==> config.mk <==
export PLATFORM = sky130hd
export DESIGN_NAME = multi_xfer_seq
export DESIGN_NICKNAME = d
export VERILOG_FILES = /design/src/rtl/multi_xfer_seq_pkg.sv /design/src/rtl/multi_xfer_seq_popcount_lsb.sv /design/src/rtl/multi_xfer_seq.sv
export SDC_FILE = /design/constraint.sdc
export NUM_CORES = 1
export LEC_CHECK = 0
export CORE_MARGIN = 3
export CORE_UTILIZATION = 40
export CTS_BUF_LIST = sky130_fd_sc_hd__clkbuf_16
export CTS_CLUSTER_DIAMETER = 200
export DETAILED_ROUTE_END_ITERATION = 16
export PLACE_DENSITY = 0.8
export SETUP_SLACK_MARGIN = 0.2
export SLEW_MARGIN = 20
export SYNTH_ARGS = -nofsm -noshare
export SYNTH_HDL_FRONTEND = slang
export SYNTH_SLANG_ARGS = --single-unit
==> constraint.sdc <==
create_clock -name clk -period 7.25 [get_ports clk]
set_input_delay 1.45 -clock clk [delete_from_list [all_inputs] [get_ports clk]]
set_output_delay 1.45 -clock clk [all_outputs]
set_load 0.005 [all_outputs]
==> src/rtl/multi_xfer_seq_pkg.sv <==
// Shared definitions for the multi-register transfer sequencer.
// Holds the ALU operand-2 select codes, the operation encodings and the FSM
// state encodings. It also holds the mapping from a register-list bit
// position to an architectural register index.
package multi_xfer_seq_pkg;

  // ALU operand-2 mux select codes
  localparam logic [2:0] S2_REG           = 3'd0;
  localparam logic [2:0] S2_IMM           = 3'd1;
  localparam logic [2:0] S2_SHIFT         = 3'd2;
  localparam logic [2:0] S2_FOUR          = 3'd3;
  localparam logic [2:0] S2_BIT_COUNT     = 3'd4;
  localparam logic [2:0] S2_NOT_BIT_COUNT = 3'd5;

  typedef enum logic [1:0] {
    OP_LDM  = 2'd0,
    OP_STM  = 2'd1,
    OP_PUSH = 2'd2,
    OP_POP  = 2'd3
  } op_e;

  typedef enum logic [1:0] {
    ST_IDLE = 2'd0,
    ST_ADDR = 2'd1,
    ST_XFER = 2'd2,
    ST_WB   = 2'd3
  } state_e;

  // List bit 8 is LR for PUSH and PC for POP; LDM/STM keep the plain index.
  function automatic logic [3:0] bit_to_reg(input logic [7:0] pos, input op_e op);
    logic [3:0] idx;
    if (pos == 8'd8) begin
      case (op)
        OP_PUSH: idx = 4'd14;
        OP_POP:  idx = 4'd15;
        default: idx = 4'd8;
      endcase
    end else begin
      idx = pos[3:0];
    end
    return idx;
  endfunction

endpackage

==> src/rtl/multi_xfer_seq_popcount_lsb.sv <==
// popcount_lsb: combinational population count and lowest-set-bit position.
// Ports:
//   list_i  : bit vector to examine
//   count_o : number of set bits
//   lsb_o   : position of the lowest set bit (0 when the vector is empty)
module popcount_lsb #(
  parameter int W     = 9,
  parameter int CNT_W = 4,
  parameter int IDX_W = 4
) (
  input  logic [W-1:0]     list_i,
  output logic [CNT_W-1:0] count_o,
  output logic [IDX_W-1:0] lsb_o
);

  // Count set bits and find the lowest one; scan downward so the last hit wins.
  always_comb begin
    count_o = {CNT_W{1'b0}};
    lsb_o   = {IDX_W{1'b0}};
    for (int i = W - 1; i >= 0; i--) begin
      if (list_i[i]) begin
        count_o = count_o + {{(CNT_W-1){1'b0}}, 1'b1};
        lsb_o   = IDX_W'(i);
      end else begin
        count_o = count_o;
      end
    end
  end

endmodule

==> src/rtl/multi_xfer_seq.sv <==
// multi_xfer_seq: sequencer for LDM/STM/PUSH/POP multi-register transfers.
// Walks IDLE -> ADDR -> XFER (one beat per set list bit) -> WB -> IDLE.
// It drives the ALU operand-2 select and carry-in for the address phase and
// the write-back phase. It also presents one register per beat to memory.
// Ports:
//   clk, rst_n        : clock, asynchronous active-low reset
//   start, op         : transfer request and operation (sampled in IDLE only)
//   reg_list          : register list, captured on the accepted start
//   mem_ready         : memory accepts/returns the current beat
//   busy              : sequencer not idle
//   alu_src2_choose   : ALU operand-2 select code
//   alu_cin           : ALU carry-in
//   bit_count_number  : 4 x popcount of the captured list
//   xfer_valid/reg/offset : current beat, its register and its byte offset
//   base_we           : write ALU result back to base/SP
//   done              : one-cycle completion pulse (WB cycle)
// BASE_REG is the LDM base register index. An LDM that also loads it keeps
// the loaded value and does not write the base back.
module multi_xfer_seq
  import multi_xfer_seq_pkg::*;
#(
  parameter int         REG_LIST_W = 9,
  parameter logic [3:0] BASE_REG   = 4'd13
) (
  input  logic                  clk,
  input  logic                  rst_n,
  input  logic                  start,
  input  logic [1:0]            op,
  input  logic [REG_LIST_W-1:0] reg_list,
  input  logic                  mem_ready,
  output logic                  busy,
  output logic [2:0]            alu_src2_choose,
  output logic                  alu_cin,
  output logic [31:0]           bit_count_number,
  output logic                  xfer_valid,
  output logic [3:0]            xfer_reg,
  output logic [5:0]            xfer_offset,
  output logic                  base_we,
  output logic                  done
);

  localparam int CNT_W = $clog2(REG_LIST_W + 1);
  localparam int IDX_W = (REG_LIST_W > 1) ? $clog2(REG_LIST_W) : 1;

  state_e                state_q, state_d;
  op_e                   op_q, op_d;
  logic [REG_LIST_W-1:0] list_q, list_d;
  logic [31:0]           bcn_q, bcn_d;
  logic [5:0]            off_q, off_d;
  logic                  ldm_sup_q, ldm_sup_d;

  logic [REG_LIST_W-1:0] pc_in_s;
  logic [CNT_W-1:0]      pc_count_s;
  logic [IDX_W-1:0]      pc_lsb_s;
  logic [REG_LIST_W-1:0] clr_mask_s;
  logic [REG_LIST_W-1:0] list_left_s;
  logic                  base_hit_s;

  // In IDLE the counter sizes the incoming list; afterwards it scans what is left.
  assign pc_in_s = (state_q == ST_IDLE) ? reg_list : list_q;

  popcount_lsb #(
    .W     (REG_LIST_W),
    .CNT_W (CNT_W),
    .IDX_W (IDX_W)
  ) u_popcount_lsb (
    .list_i  (pc_in_s),
    .count_o (pc_count_s),
    .lsb_o   (pc_lsb_s)
  );

  assign clr_mask_s  = {{(REG_LIST_W-1){1'b0}}, 1'b1} << pc_lsb_s;
  assign list_left_s = list_q & ~clr_mask_s;

  // Does the incoming list contain the LDM base register?
  always_comb begin
    base_hit_s = 1'b0;
    for (int i = 0; i < REG_LIST_W; i++) begin
      if (reg_list[i] && (bit_to_reg(8'(i), OP_LDM) == BASE_REG)) begin
        base_hit_s = 1'b1;
      end else begin
        base_hit_s = base_hit_s;
      end
    end
  end

  // State and captured-transfer registers.
  always_ff @(posedge clk or negedge rst_n) begin
    if (!rst_n) begin
      state_q   <= ST_IDLE;
      op_q      <= OP_LDM;
      list_q    <= {REG_LIST_W{1'b0}};
      bcn_q     <= 32'd0;
      off_q     <= 6'd0;
      ldm_sup_q <= 1'b0;
    end else begin
      state_q   <= state_d;
      op_q      <= op_d;
      list_q    <= list_d;
      bcn_q     <= bcn_d;
      off_q     <= off_d;
      ldm_sup_q <= ldm_sup_d;
    end
  end

  // Next-state and capture logic.
  always_comb begin
    state_d   = state_q;
    op_d      = op_q;
    list_d    = list_q;
    bcn_d     = bcn_q;
    off_d     = off_q;
    ldm_sup_d = ldm_sup_q;
    case (state_q)
      ST_IDLE: begin
        if (start) begin
          state_d   = ST_ADDR;
          op_d      = op_e'(op);
          list_d    = reg_list;
          bcn_d     = {{(32-CNT_W-2){1'b0}}, pc_count_s, 2'b00};
          off_d     = 6'd0;
          ldm_sup_d = (op_e'(op) == OP_LDM) && base_hit_s;
        end else begin
          state_d = ST_IDLE;
        end
      end
      ST_ADDR: begin
        if (list_q != {REG_LIST_W{1'b0}}) begin
          state_d = ST_XFER;
        end else begin
          state_d = ST_WB;
        end
      end
      ST_XFER: begin
        if (mem_ready) begin
          list_d = list_left_s;
          off_d  = off_q + 6'd4;
          if (list_left_s == {REG_LIST_W{1'b0}}) begin
            state_d = ST_WB;
          end else begin
            state_d = ST_XFER;
          end
        end else begin
          state_d = ST_XFER;
        end
      end
      ST_WB: begin
        state_d = ST_IDLE;
      end
      default: begin
        state_d = ST_IDLE;
      end
    endcase
  end

  // Output decode from the registered state.
  always_comb begin
    alu_src2_choose = S2_REG;
    alu_cin         = 1'b0;
    xfer_valid      = 1'b0;
    xfer_reg        = 4'd0;
    base_we         = 1'b0;
    done            = 1'b0;
    case (state_q)
      ST_ADDR: begin
        if (op_q == OP_PUSH) begin
          alu_src2_choose = S2_NOT_BIT_COUNT;
          alu_cin         = 1'b1;
        end else begin
          alu_src2_choose = S2_REG;
          alu_cin         = 1'b0;
        end
      end
      ST_XFER: begin
        xfer_valid = 1'b1;
        xfer_reg   = bit_to_reg(8'(pc_lsb_s), op_q);
      end
      ST_WB: begin
        done = 1'b1;
        if (op_q == OP_PUSH) begin
          // Keep the ALU producing SP - 4n so the ADDR result is written back.
          alu_src2_choose = S2_NOT_BIT_COUNT;
          alu_cin         = 1'b1;
          base_we         = 1'b1;
        end else begin
          alu_src2_choose = S2_BIT_COUNT;
          alu_cin         = 1'b0;
          base_we         = ~ldm_sup_q;
        end
      end
      default: begin
        alu_src2_choose = S2_REG;
      end
    endcase
  end

  assign busy             = (state_q != ST_IDLE);
  assign bit_count_number = bcn_q;
  assign xfer_offset      = off_q;

endmodule

==> flow_summary.json <==
{
  "rows": 27,
  "first_iter_violations": 176,
  "grt_pass1_wl_um": 9066,
  "synth_compound_area_frac": 0.1897,
  "synth-edff-count": 0,
  "cts_setup_buffers": 0,
  "cts_max_level": 1,
  "cts-resized-gates": 0,
  "num-nets-final": 344,
  "cp-start-kind": "input port",
  "synth-xor-area-share": 0.09404,
  "maxSlewViolCount": 0,
  "hold_class": "flop to flop",
  "clk_pin_slew_worst_paths_ns": 0.06,
  "postRouteAntennaNets": 0,
  "cts_tree": "built",
  "synth_area_mm2": 0.002395,
  "max_freq_ghz": 0.1717,
  "post-route-period-util": 0.8035,
  "skew_ns": 0.007443,
  "drive_above_1_share": 0.08254,
  "yosys_warnings": 0,
  "clk_latency_ns": 0.26,
  "muxShareOfSynthArea": 0.1123,
  "hpwl_um": 4262,
  "clock_path_buffers": 2,
  "grt_pass1_vias": 1879,
  "syn_avg_cell_area_um2": 8.315,
  "die_h_um": 83.38,
  "synthSimpleGateAreaFrac": 0.1787,
  "slew_headroom": 0.4688,
  "worst_slew_pin_slew_ns": 0.7968,
  "wl_um": 5450,
  "grt_overflow_total": 0,
  "finalHoldViolCount": 0,
  "crit_required_ns": 5.80,
  "fillCellCount": 522,
  "port_buffers": 33,
  "hold_buffers": 0,
  "clockRootBuffer": "clkbuf_16",
  "synthCells": 288,
  "final_cell_mix": "32 x nand2_1, 32 x clkdlybuf4s50_1, 31 x conb_1, 22 x nor2_1, 21 x dfrtp_1",
  "antenna_found_initial": 0,
  "core_area_mm2": 0.005642,
  "final_util": 0.4817,
  "die_w_um": 83.38,
  "path_max_fanout": 6,
  "synth_seq_cells": 21,
  "rsz0062_at_grt": "false",
  "area_growth_pct": 13.48,
  "cts_buffers": 3,
  "setup_viol_count_final": 0,
  "regArea_um2": 525.5,
  "cp_data_arrival_time_ns": 4.38,
  "die_area_mm2": 0.006951,
  "vias_per_cell": 5.339,
  "synth_top_flop_cell": "dfrtp_1",
  "wire_per_inst_um": 14.08,
  "routabilityCongestion": 0.9088,
  "grt_max_degree": 24,
  "track_usage": 0.1561,
  "setup_tns_ns": 0,
  "ys_seq_area_frac": 0.2194,
  "cts.sinks": 21,
  "multiInputGateArea_mm2": 0.001655,
  "maxCapViolCount": 0,
  "synth_fa_ha_area_frac": 0.06792,
  "n_antenna_cell": 0,
  "via_count": 2066,
  "synth_top_family_by_area": "compound AO/OA/AOI/OAI gates",
  "synthArstFlopShare": 1.000,
  "setup.worst_path.end_class": "output pin",
  "ys_types": 50,
  "drc": 0,
  "first_pass_iters": 4,
  "path_class": "input port to output pin",
  "initial_core_util": 0.4245,
  "pin_count": 65,
  "status": "finished, final reports clean",
  "period_needed_ns": 5.825
}
path summary, 6_finish.rpt:
kind	startpoint	endpoint	slack, ns	cells after the start
worst max-delay path	reg_list[7]	xfer_reg[2]	1.42	12
worst min-delay path	bit_count_number[2]	bit_count_number[2]	0.49	2
worst max register to register	state_q[0]	bit_count_number[5]	2.12	22
worst min register to register	bit_count_number[2]	bit_count_number[2]	0.49	2
max in group asynchronous	rst_n	op_q[0]	5.77	1
min in group asynchronous	rst_n	xfer_offset[2]	1.15	1
state kept, by name, summed over array words and instances (netlist names):
| register | flops |
|---|---|
| xfer_offset | 4 |
| state_q | 2 |
| list_q | 9 |
| op_q | 2 |
| bit_count_number | 4 |
layer usage:
layer	global-route usage	vias to the layer above	routed length [µm]
li1	-	1016	-
met1	0.1933	982	2334
met3	0.02183	8	259
met2	0.2777	60	2768
met4	0.04903	0	87
met5	0	-	0
synthesized netlist by cell type (4+ instances only):
| library cell | count | area [µm²] |
|---|---|---|
| buf_4 | 32 | 240.2 |
| nand2_1 | 32 | 120.1 |
| nor2_1 | 22 | 82.58 |
| dfrtp_1 | 21 | 525.5 |
| xnor2_1 | 16 | 140.1 |
| o21ai_0 | 14 | 70.07 |
| ha_1 | 13 | 162.7 |
| a21o_1 | 10 | 75.07 |
| mux2i_1 | 10 | 100.1 |
| mux2_2 | 9 | 101.4 |
| nand3_1 | 9 | 45.04 |
| a21oi_1 | 8 | 40.04 |
| a22o_1 | 8 | 70.07 |
| inv_1 | 8 | 30.03 |
| nor3_1 | 6 | 30.03 |
| xor2_1 | 6 | 52.55 |
| clkbuf_1 | 5 | 18.77 |
| o21ai_1 | 5 | 25.02 |
| nand4_1 | 4 | 25.02 |
cell families after synthesis:
family          after synthesis
xor+xnor                     24
other cells                   1
flops                        21
mux                          22
simple gates                 91
buf+inv                      50
fa+ha+maj                    13
compound gates               66
critical path, cell delays in order:
cell and delay, ns:
clkdlybuf4s50_1 0.42, mux2i_1 0.35, inv_1 0.13, a21o_1 0.20, a21oi_1 0.20, nor2_1 0.08, o21ai_1 0.36, nand3_1 0.18
nor2b_1 0.20, nand2_1 0.09, a21boi_0 0.19, clkdlybuf4s50_1 0.53
layout make-up:
class,count,area share
Inverter,9,0.01243
Multi-Input combinational cell,247,0.6091
Timing Repair Buffer,34,0.1225
Sequential cell,21,0.1934
Clock buffer,3,0.02762
Clock inverter,1,0.001842
Tap cell,72,0.03315
per-stage QoR:
step	cell area, µm²	std cells	hold WS (ns)	setup slack (ns)
floorplan	2507	318	0.4733	1.980
global placement	2643	383	0.4705	1.465
detailed placement	2643	383	0.4803	1.287
CTS	2723	387	0.4940	1.476
global route	2718	387	0.5329	1.172
finish	2718	387	0.4865	1.425
Power is left out: the tool's default activity adds up to more than one toggle a clock period on the data nets, which glitch-free logic cannot reach.
